**config.mk**
```make
export PLATFORM = sky130hd
export DESIGN_NAME = multicycle_control_fsm_flat
export DESIGN_NICKNAME = d
export VERILOG_FILES = /design/src/rtl/multicycle_control_fsm_pkg.sv /design/src/rtl/multicycle_control_fsm_if.sv /design/src/rtl/multicycle_control_fsm_alu_decoder.sv /design/src/rtl/multicycle_control_fsm.sv /design/src/flat_wrapper.sv
export SDC_FILE = /design/constraint.sdc
export NUM_CORES = 1
export LEC_CHECK = 0
export CAP_MARGIN = 20
export CORE_MARGIN = 1.5
export CORE_UTILIZATION = 36
export CTS_BUF_LIST = sky130_fd_sc_hd__clkbuf_16
export DETAILED_ROUTE_END_ITERATION = 10
export PLACE_DENSITY_LB_ADDON = 0.15
export SYNTH_ARGS = -nofsm -noshare
export SYNTH_HDL_FRONTEND = slang
export SYNTH_SLANG_ARGS = --single-unit
export TNS_END_PERCENT = 1
```
**constraint.sdc**
```tcl
create_clock -name clk -period 1.36 [get_ports clk]
set_input_delay 0.136 -clock clk [delete_from_list [all_inputs] [get_ports clk]]
set_output_delay 0.136 -clock clk [all_outputs]
set_load 0.05 [all_outputs]
```
**src/rtl/multicycle_control_fsm_pkg.sv**
```systemverilog
// Shared types and encodings for the multicycle ARM main controller.
package multicycle_control_fsm_pkg;

    localparam int unsigned STATE_W  = 4;
    localparam int unsigned OP_W     = 2;
    localparam int unsigned FUNCT_W  = 6;
    localparam int unsigned RD_W     = 4;
    localparam int unsigned CMD_W    = 4;

    typedef enum logic [STATE_W-1:0] {
        FETCH,
        DECODE,
        MEMADR,
        MEMRD,
        MEMWB,
        MEMWR,
        EXECR,
        EXECI,
        ALUWB,
        BRANCH
    } state_t;

    // ALUControl encodings
    localparam logic [1:0] ALU_ADD = 2'b00;
    localparam logic [1:0] ALU_SUB = 2'b01;
    localparam logic [1:0] ALU_AND = 2'b10;
    localparam logic [1:0] ALU_ORR = 2'b11;

    // ResultSrc encodings
    localparam logic [1:0] RES_ALUOUT    = 2'b00;
    localparam logic [1:0] RES_DATA      = 2'b01;
    localparam logic [1:0] RES_ALURESULT = 2'b10;

    // ALUSrcB encodings
    localparam logic [1:0] SRCB_REG  = 2'b00;
    localparam logic [1:0] SRCB_IMM  = 2'b01;
    localparam logic [1:0] SRCB_FOUR = 2'b10;

    // Op field encodings (Op=11 is treated as a NOP)
    localparam logic [OP_W-1:0] OP_DP  = 2'b00;
    localparam logic [OP_W-1:0] OP_MEM = 2'b01;
    localparam logic [OP_W-1:0] OP_BR  = 2'b10;

    // Data-processing cmd encodings
    localparam logic [CMD_W-1:0] CMD_ADD = 4'b0100;
    localparam logic [CMD_W-1:0] CMD_SUB = 4'b0010;
    localparam logic [CMD_W-1:0] CMD_AND = 4'b0000;
    localparam logic [CMD_W-1:0] CMD_ORR = 4'b1100;
    localparam logic [CMD_W-1:0] CMD_CMP = 4'b1010;

    localparam logic [RD_W-1:0] RD_PC = 4'hF;

    // Registered control word driven onto the datapath
    typedef struct packed {
        logic       ir_write;
        logic       next_pc;
        logic       adr_src;
        logic [1:0] result_src;
        logic       alu_src_a;
        logic [1:0] alu_src_b;
        logic [1:0] alu_control;
        logic [1:0] flag_w;
        logic       reg_w;
        logic       mem_w;
        logic       pcs;
    } ctrl_t;

    // Control word for the FETCH state, also the reset value
    function automatic ctrl_t fetch_ctrl();
        ctrl_t c;
        c            = '0;
        c.ir_write   = 1'b1;
        c.next_pc    = 1'b1;
        c.alu_src_a  = 1'b1;
        c.alu_src_b  = SRCB_FOUR;
        c.result_src = RES_ALURESULT;
        return c;
    endfunction

endpackage

```
**src/rtl/multicycle_control_fsm_if.sv**
```systemverilog
// Instruction fields in, datapath control requests out.
interface multicycle_control_fsm_if;
    import multicycle_control_fsm_pkg::*;

    logic [OP_W-1:0]    Op;
    logic [FUNCT_W-1:0] Funct;
    logic [RD_W-1:0]    Rd;
    logic               IRWrite;
    logic               NextPC;
    logic               AdrSrc;
    logic [1:0]         ResultSrc;
    logic               ALUSrcA;
    logic [1:0]         ALUSrcB;
    logic [1:0]         ALUControl;
    logic [1:0]         FlagW;
    logic               RegW;
    logic               MemW;
    logic               PCS;
    logic [STATE_W-1:0] State;

    // Instruction-register side: supplies fields, observes controls
    modport master (
        output Op, Funct, Rd,
        input  IRWrite, NextPC, AdrSrc, ResultSrc, ALUSrcA, ALUSrcB,
               ALUControl, FlagW, RegW, MemW, PCS, State
    );

    // Controller side
    modport slave (
        input  Op, Funct, Rd,
        output IRWrite, NextPC, AdrSrc, ResultSrc, ALUSrcA, ALUSrcB,
               ALUControl, FlagW, RegW, MemW, PCS, State
    );
endinterface

```
**src/rtl/multicycle_control_fsm_alu_decoder.sv**
```systemverilog
// ALU operation and flag-write decode from the data-processing Funct field.
module multicycle_control_fsm_alu_decoder
    import multicycle_control_fsm_pkg::*;
(
    input  logic               ALUOp,
    input  logic [FUNCT_W-1:0] Funct,
    output logic [1:0]         ALUControl,
    output logic [1:0]         FlagW,
    output logic               NoWrite
);

    logic [CMD_W-1:0] cmd;
    logic             unused_imm;

    assign cmd        = Funct[4:1];
    assign unused_imm = Funct[5];

    // NoWrite depends only on the held cmd so ALUWB can use it with ALUOp low
    always_comb begin
        ALUControl = ALU_ADD;
        FlagW      = 2'b00;
        NoWrite    = (cmd == CMD_CMP);
        if (ALUOp) begin
            case (cmd)
                CMD_ADD: ALUControl = ALU_ADD;
                CMD_SUB: ALUControl = ALU_SUB;
                CMD_AND: ALUControl = ALU_AND;
                CMD_ORR: ALUControl = ALU_ORR;
                CMD_CMP: ALUControl = ALU_SUB;
                default: ALUControl = ALU_ADD;
            endcase
            if (cmd == CMD_CMP) begin
                FlagW = 2'b11;
            end else begin
                FlagW = {Funct[0], Funct[0] & ~ALUControl[1]};
            end
        end
    end

endmodule

```
**src/rtl/multicycle_control_fsm.sv**
```systemverilog
// Multicycle ARM main controller: state sequencing and registered Moore controls.
module multicycle_control_fsm
    import multicycle_control_fsm_pkg::*;
(
    input  logic                     clk,
    input  logic                     rst,
    multicycle_control_fsm_if.slave  bus
);

    state_t     state;
    state_t     next_state;
    ctrl_t      ctrl_q;
    ctrl_t      ctrl_d;
    logic       alu_op_d;
    logic       branch_d;
    logic       no_write;
    logic [1:0] alu_control_d;
    logic [1:0] flag_w_d;

    // ALU decode evaluated for the state about to be entered
    assign alu_op_d = (next_state == EXECR) || (next_state == EXECI);

    multicycle_control_fsm_alu_decoder u_alu_decoder (
        .ALUOp      (alu_op_d),
        .Funct      (bus.Funct),
        .ALUControl (alu_control_d),
        .FlagW      (flag_w_d),
        .NoWrite    (no_write)
    );

    // Next-state sequencing
    always_comb begin
        next_state = state;
        case (state)
            FETCH:  next_state = DECODE;
            DECODE: begin
                case (bus.Op)
                    OP_MEM:  next_state = MEMADR;
                    OP_DP:   next_state = bus.Funct[5] ? EXECI : EXECR;
                    OP_BR:   next_state = BRANCH;
                    default: next_state = FETCH;
                endcase
            end
            MEMADR: next_state = bus.Funct[0] ? MEMRD : MEMWR;
            MEMRD:  next_state = MEMWB;
            MEMWB:  next_state = FETCH;
            MEMWR:  next_state = FETCH;
            EXECR:  next_state = ALUWB;
            EXECI:  next_state = ALUWB;
            ALUWB:  next_state = FETCH;
            BRANCH: next_state = FETCH;
            default: next_state = FETCH;
        endcase
    end

    // Control word for next_state, registered alongside the state
    always_comb begin
        ctrl_d   = '0;
        branch_d = 1'b0;
        case (next_state)
            FETCH: ctrl_d = fetch_ctrl();
            DECODE: begin
                ctrl_d.alu_src_a  = 1'b1;
                ctrl_d.alu_src_b  = SRCB_FOUR;
                ctrl_d.result_src = RES_ALURESULT;
            end
            MEMADR: ctrl_d.alu_src_b = SRCB_IMM;
            MEMRD:  ctrl_d.adr_src   = 1'b1;
            MEMWB: begin
                ctrl_d.result_src = RES_DATA;
                ctrl_d.reg_w      = 1'b1;
            end
            MEMWR: begin
                ctrl_d.adr_src = 1'b1;
                ctrl_d.mem_w   = 1'b1;
            end
            EXECR: begin
                ctrl_d.alu_src_b   = SRCB_REG;
                ctrl_d.alu_control = alu_control_d;
                ctrl_d.flag_w      = flag_w_d;
            end
            EXECI: begin
                ctrl_d.alu_src_b   = SRCB_IMM;
                ctrl_d.alu_control = alu_control_d;
                ctrl_d.flag_w      = flag_w_d;
            end
            ALUWB: ctrl_d.reg_w = ~no_write;
            BRANCH: begin
                ctrl_d.alu_src_b  = SRCB_IMM;
                ctrl_d.result_src = RES_ALURESULT;
                branch_d          = 1'b1;
            end
            default: ctrl_d = fetch_ctrl();
        endcase
        ctrl_d.pcs = branch_d | (ctrl_d.reg_w & (bus.Rd == RD_PC));
    end

    // State and control registers; reset forces FETCH immediately
    always_ff @(posedge clk or negedge rst) begin
        if (!rst) begin
            state  <= FETCH;
            ctrl_q <= fetch_ctrl();
        end else begin
            state  <= next_state;
            ctrl_q <= ctrl_d;
        end
    end

    assign bus.IRWrite    = ctrl_q.ir_write;
    assign bus.NextPC     = ctrl_q.next_pc;
    assign bus.AdrSrc     = ctrl_q.adr_src;
    assign bus.ResultSrc  = ctrl_q.result_src;
    assign bus.ALUSrcA    = ctrl_q.alu_src_a;
    assign bus.ALUSrcB    = ctrl_q.alu_src_b;
    assign bus.ALUControl = ctrl_q.alu_control;
    assign bus.FlagW      = ctrl_q.flag_w;
    assign bus.RegW       = ctrl_q.reg_w;
    assign bus.MemW       = ctrl_q.mem_w;
    assign bus.PCS        = ctrl_q.pcs;
    assign bus.State      = STATE_W'(state);

endmodule

```
**src/flat_wrapper.sv**
```systemverilog
// flat-port wrapper written by rule: the top's interface ports become plain ports
module multicycle_control_fsm_flat import multicycle_control_fsm_pkg::*;
  (clk, rst, bus_Op, bus_Funct, bus_Rd, bus_IRWrite, bus_NextPC, bus_AdrSrc, bus_ResultSrc, bus_ALUSrcA, bus_ALUSrcB, bus_ALUControl, bus_FlagW, bus_RegW, bus_MemW, bus_PCS, bus_State);
  multicycle_control_fsm_if bus_i ();
  input  logic clk;
  input  logic rst;
  input wire logic [$bits(bus_i.Op)-1:0] bus_Op;
  input wire logic [$bits(bus_i.Funct)-1:0] bus_Funct;
  input wire logic [$bits(bus_i.Rd)-1:0] bus_Rd;
  output wire logic [$bits(bus_i.IRWrite)-1:0] bus_IRWrite;
  output wire logic [$bits(bus_i.NextPC)-1:0] bus_NextPC;
  output wire logic [$bits(bus_i.AdrSrc)-1:0] bus_AdrSrc;
  output wire logic [$bits(bus_i.ResultSrc)-1:0] bus_ResultSrc;
  output wire logic [$bits(bus_i.ALUSrcA)-1:0] bus_ALUSrcA;
  output wire logic [$bits(bus_i.ALUSrcB)-1:0] bus_ALUSrcB;
  output wire logic [$bits(bus_i.ALUControl)-1:0] bus_ALUControl;
  output wire logic [$bits(bus_i.FlagW)-1:0] bus_FlagW;
  output wire logic [$bits(bus_i.RegW)-1:0] bus_RegW;
  output wire logic [$bits(bus_i.MemW)-1:0] bus_MemW;
  output wire logic [$bits(bus_i.PCS)-1:0] bus_PCS;
  output wire logic [$bits(bus_i.State)-1:0] bus_State;
  assign bus_i.Op = bus_Op;
  assign bus_i.Funct = bus_Funct;
  assign bus_i.Rd = bus_Rd;
  assign bus_IRWrite = bus_i.IRWrite;
  assign bus_NextPC = bus_i.NextPC;
  assign bus_AdrSrc = bus_i.AdrSrc;
  assign bus_ResultSrc = bus_i.ResultSrc;
  assign bus_ALUSrcA = bus_i.ALUSrcA;
  assign bus_ALUSrcB = bus_i.ALUSrcB;
  assign bus_ALUControl = bus_i.ALUControl;
  assign bus_FlagW = bus_i.FlagW;
  assign bus_RegW = bus_i.RegW;
  assign bus_MemW = bus_i.MemW;
  assign bus_PCS = bus_i.PCS;
  assign bus_State = bus_i.State;
  multicycle_control_fsm u_core (.clk(clk), .rst(rst), .bus(bus_i));
endmodule
```
==> flow_metrics.py <==
metrics = {
    "clock_tree": {
        "clkLatencyLatePin_ns": 0.24,
        "clk_pin_slew_ns": 0.05,
        "cts_buffer_depth": 2,
        "cts_tree": "done",
        "cts_root_buffer": "clkbuf_16",
        "numClockSinks": 18,
        "cts_buffers": 3,
        "htreeDepth": 1,
    },
    "logic_synthesis": {
        "synth_edf_count": 0,
        "synthSimpleGateAreaFrac_pct": 21.62,
        "synth_mux_area_share_pct": 1.485,
        "synth_compound_area_share_pct": 12.71,
        "synthCells": 69,
        "syn-cell-area_um2": 758.2,
        "synth_flop_cell": "dfrtp_1",
        "ys_warn_count": 0,
        "synth_top_family_by_area": "simple AND/OR/NAND/NOR gates",
        "ys_seq_elements": 18,
        "synth.largest_area_cell": "dfrtp_1",
        "synth.top_cell.area_share_pct": 46.20,
        "synthArstFlopShare_pct": 100.0,
        "yosys.cell_types.count": 26,
        "synth_nets": 83,
        "synth_fa_ha_area_share_pct": 0,
        "ys_seq_area_share_pct": 60.07,
        "synth_xor_area_share_pct": 1.155,
        "synth_area_per_cell_um2": 10.99,
        "synth.top_cells.by_area": "dfrtp_1 (46%), dfstp_2 (14%), nor2_1 (4.5%)",
    },
    "drt": {
        "route.detailed.drc": 0,
        "vias": 736,
        "routed_wl_mm": 2.362,
        "wl_per_cell_um": 15.64,
        "via_per_inst": 4.874,
        "wl_met2_mm": 1.350,
        "wl_met3_um": 91,
        "highest_layer": "met4",
        "drt-met1-wl_um": 888,
        "drt_iter0_drc": 18,
        "drtAntennaViolNets": 0,
        "drt_first_pass_iters": 4,
    },
    "placed_design": {
        "dp_hpwl_mm": 1.541,
        "io_buffers": 32,
        "place_area_mm2": 0.001430,
        "gp_congestion": 0.8384,
    },
    "finish": {
        "syn2layout_area_growth_pct": 107.4,
        "layout-drive-gt1-share_pct": 54.03,
        "final_cell_area_mm2": 0.001573,
        "fillers": 122,
        "antenna_cells": 0,
        "nNetsFinal": 139,
    },
    "grt": {
        "grt_usage_pct": 21.20,
        "grt_max_degree": 19,
        "grt_overflow_total": 0,
        "grt_pass1_wl_mm": 3.829,
        "antenna_found_initial": 0,
        "grt_pass1_vias": 828,
    },
    "sta": {
        "finalSetupTns_ns": -0.1358,
        "max_freq_mhz": 668.5,
        "finalCritPeriodShare_pct": 110.0,
        "maxSlewViolCount": 0,
        "hold_viol_final": 0,
        "finalCriticalPeriod_ns": 1.496,
        "setup_viol": 1,
        "worst_pin_slew_ns": 0.4426,
        "rsz0062_at_grt": "true",
        "clock_skew_ns": 0.001698,
        "max_slew_margin_pct": 70.18,
        "hold_slack_ns": 0.2252,
        "setup_slack_ns": -0.1358,
    },
    "status": {
        "failed_checks": "negative setup slack",
        "status": "finished, violations left",
    },
    "setup_path": {
        "start_kind": "flop",
        "cp_max_fo": 3,
        "crit_type": "reg -> reg",
        "crit_start": "u_core.bus.State[2]",
        "crit_required_ns": 1.49,
        "arrival_ns": 1.63,
        "end_kind": "flop",
        "r2r_start": "u_core.bus.State[2]",
    },
    "power_and_ir_drop": {
        "leakage_uw": 0.0006955,
        "p_per_area_mw_per_mm2": 2436,
        "ir_drop_v": 0.001455,
    },
    "floorplan": {
        "boundaryPins": 33,
        "die_x_um": 48.90,
        "die_h_um": 48.90,
        "rows": 16,
        "core_area_mm2": 0.001982,
        "initial_utilization_pct": 38.26,
        "die_area_mm2": 0.002391,
    },
    "flow_run": {
        "max_cap_viol_count": 0,
    },
    "hold_path": {
        "min_path_type": "in -> async",
    },
}
[per-stage QoR]
step | setup WS [ns] | total power [µW] | utilization [%] | instances
final | -0.1358 | 3831 | 79.36 | 151
after global routing | -0.1895 | 3967 | 79.36 | 151
after CTS | -0.1015 | 3786 | 77.65 | 151
after detailed placement | -0.3200 | 3114 | 72.16 | 146
after global placement | -0.2899 | 3079 | 72.16 | 146
after floorplan | -0.2255 | 1948 | - | 69
[logic make-up (layout without fill, tap and decap cells)]
family                    after synthesis  in the layout
AOI/OAI and AO/OA                      13             13
and+or+nand+nor                        31             31
DFF                                    18             18
xor gates and xnor gates                1              1
muxes                                   1              1
buffers and inverters                   5             60
[cells in the mapped netlist, drive strengths merged (2+ instances only)]
cell	n
dfrtp	14
nor2	9
nand2	7
o21ai	5
dfstp	4
a21oi	3
inv	3
nor2b	3
nand3	2
nor3	2
nor3b	2
nor4	2
[cells in the final DEF (no fill, tap or decap), types with 2 or more instances in the layout]
| cell | n |
|---|---|
| buf_4 | 22 |
| buf_12 | 17 |
| clkdlybuf4s50_1 | 12 |
| dfrtp_1 | 10 |
| nor2_1 | 9 |
| nand2_1 | 6 |
| o21ai_0 | 5 |
| dfstp_2 | 4 |
| dfrtp_2 | 4 |
| inv_1 | 3 |
| clkbuf_16 | 3 |
| nor2b_1 | 2 |
| nand3_1 | 2 |
| nor3b_2 | 2 |
[layout make-up]
| cell class | instances | area, µm² | share of cell area [%] |
|---|---|---|---|
| clock buffer | 3 | 75.07 | 4.773 |
| clock inverter | 1 | 3.754 | 0.2387 |
| inverter | 3 | 11.26 | 0.7160 |
| multi-input combinational | 46 | 342.8 | 21.80 |
| sequential | 18 | 460.4 | 29.28 |
| tap | 27 | 33.78 | 2.148 |
| timing repair buffer | 53 | 645.6 | 41.05 |
[power breakdown]
part           internal [µW]  switching (µW)  total (µW)
combinational           1110            1210        2320
sequential               759             179         938
clock                    390             185         575
total                   2260            1570        3830
[path summary, 6_finish.rpt]
kind / end / slack [ns] / cells past startpoint
setup / recovery: u_core.bus.ALUSrcB[0] / -0.14 / 4
min in group clk: u_core.bus.PCS / 0.48 / 3
hold / removal: u_core.bus.MemW / 0.23 / 2
hold reg to reg: u_core.bus.State[2] / 0.65 / 2
setup reg to reg: u_core.bus.ALUSrcB[0] / -0.14 / 4
max in group asynchronous: u_core.bus.ALUSrcB[1] / 0.88 / 2
[layer usage]
metal,vias to the layer above,track usage [%]
li1,349,-
met1,359,21.27
met2,24,39.27
met3,4,4.601
met4,0,13.33
met5,-,0
[timing repair]
item                       4_1_cts  5_1_grt
gates resized for setup          5        7
buffers inserted                 1        0
hold buffers                     0        0
setup endpoints to repair        2        6
cloned                           0        0
pin swaps                        2        0
[critical path, stage by stage (launching register included)]
cell       delay (ns)
dfrtp_2          0.42
nor4_4           0.27
nand3_1          0.18
nor3b_2          0.21
a2111oi_2        0.29
[state kept, by name, summed over array words and instances, names as in the netlist, 2 cells and up]
signal	count
u_core.bus.ALUSrcB	2
u_core.bus.ALUControl	2
u_core.bus.ResultSrc	2
u_core.bus.State	4
u_core.bus.FlagW	2
Power figures use the tool's default switching activity.
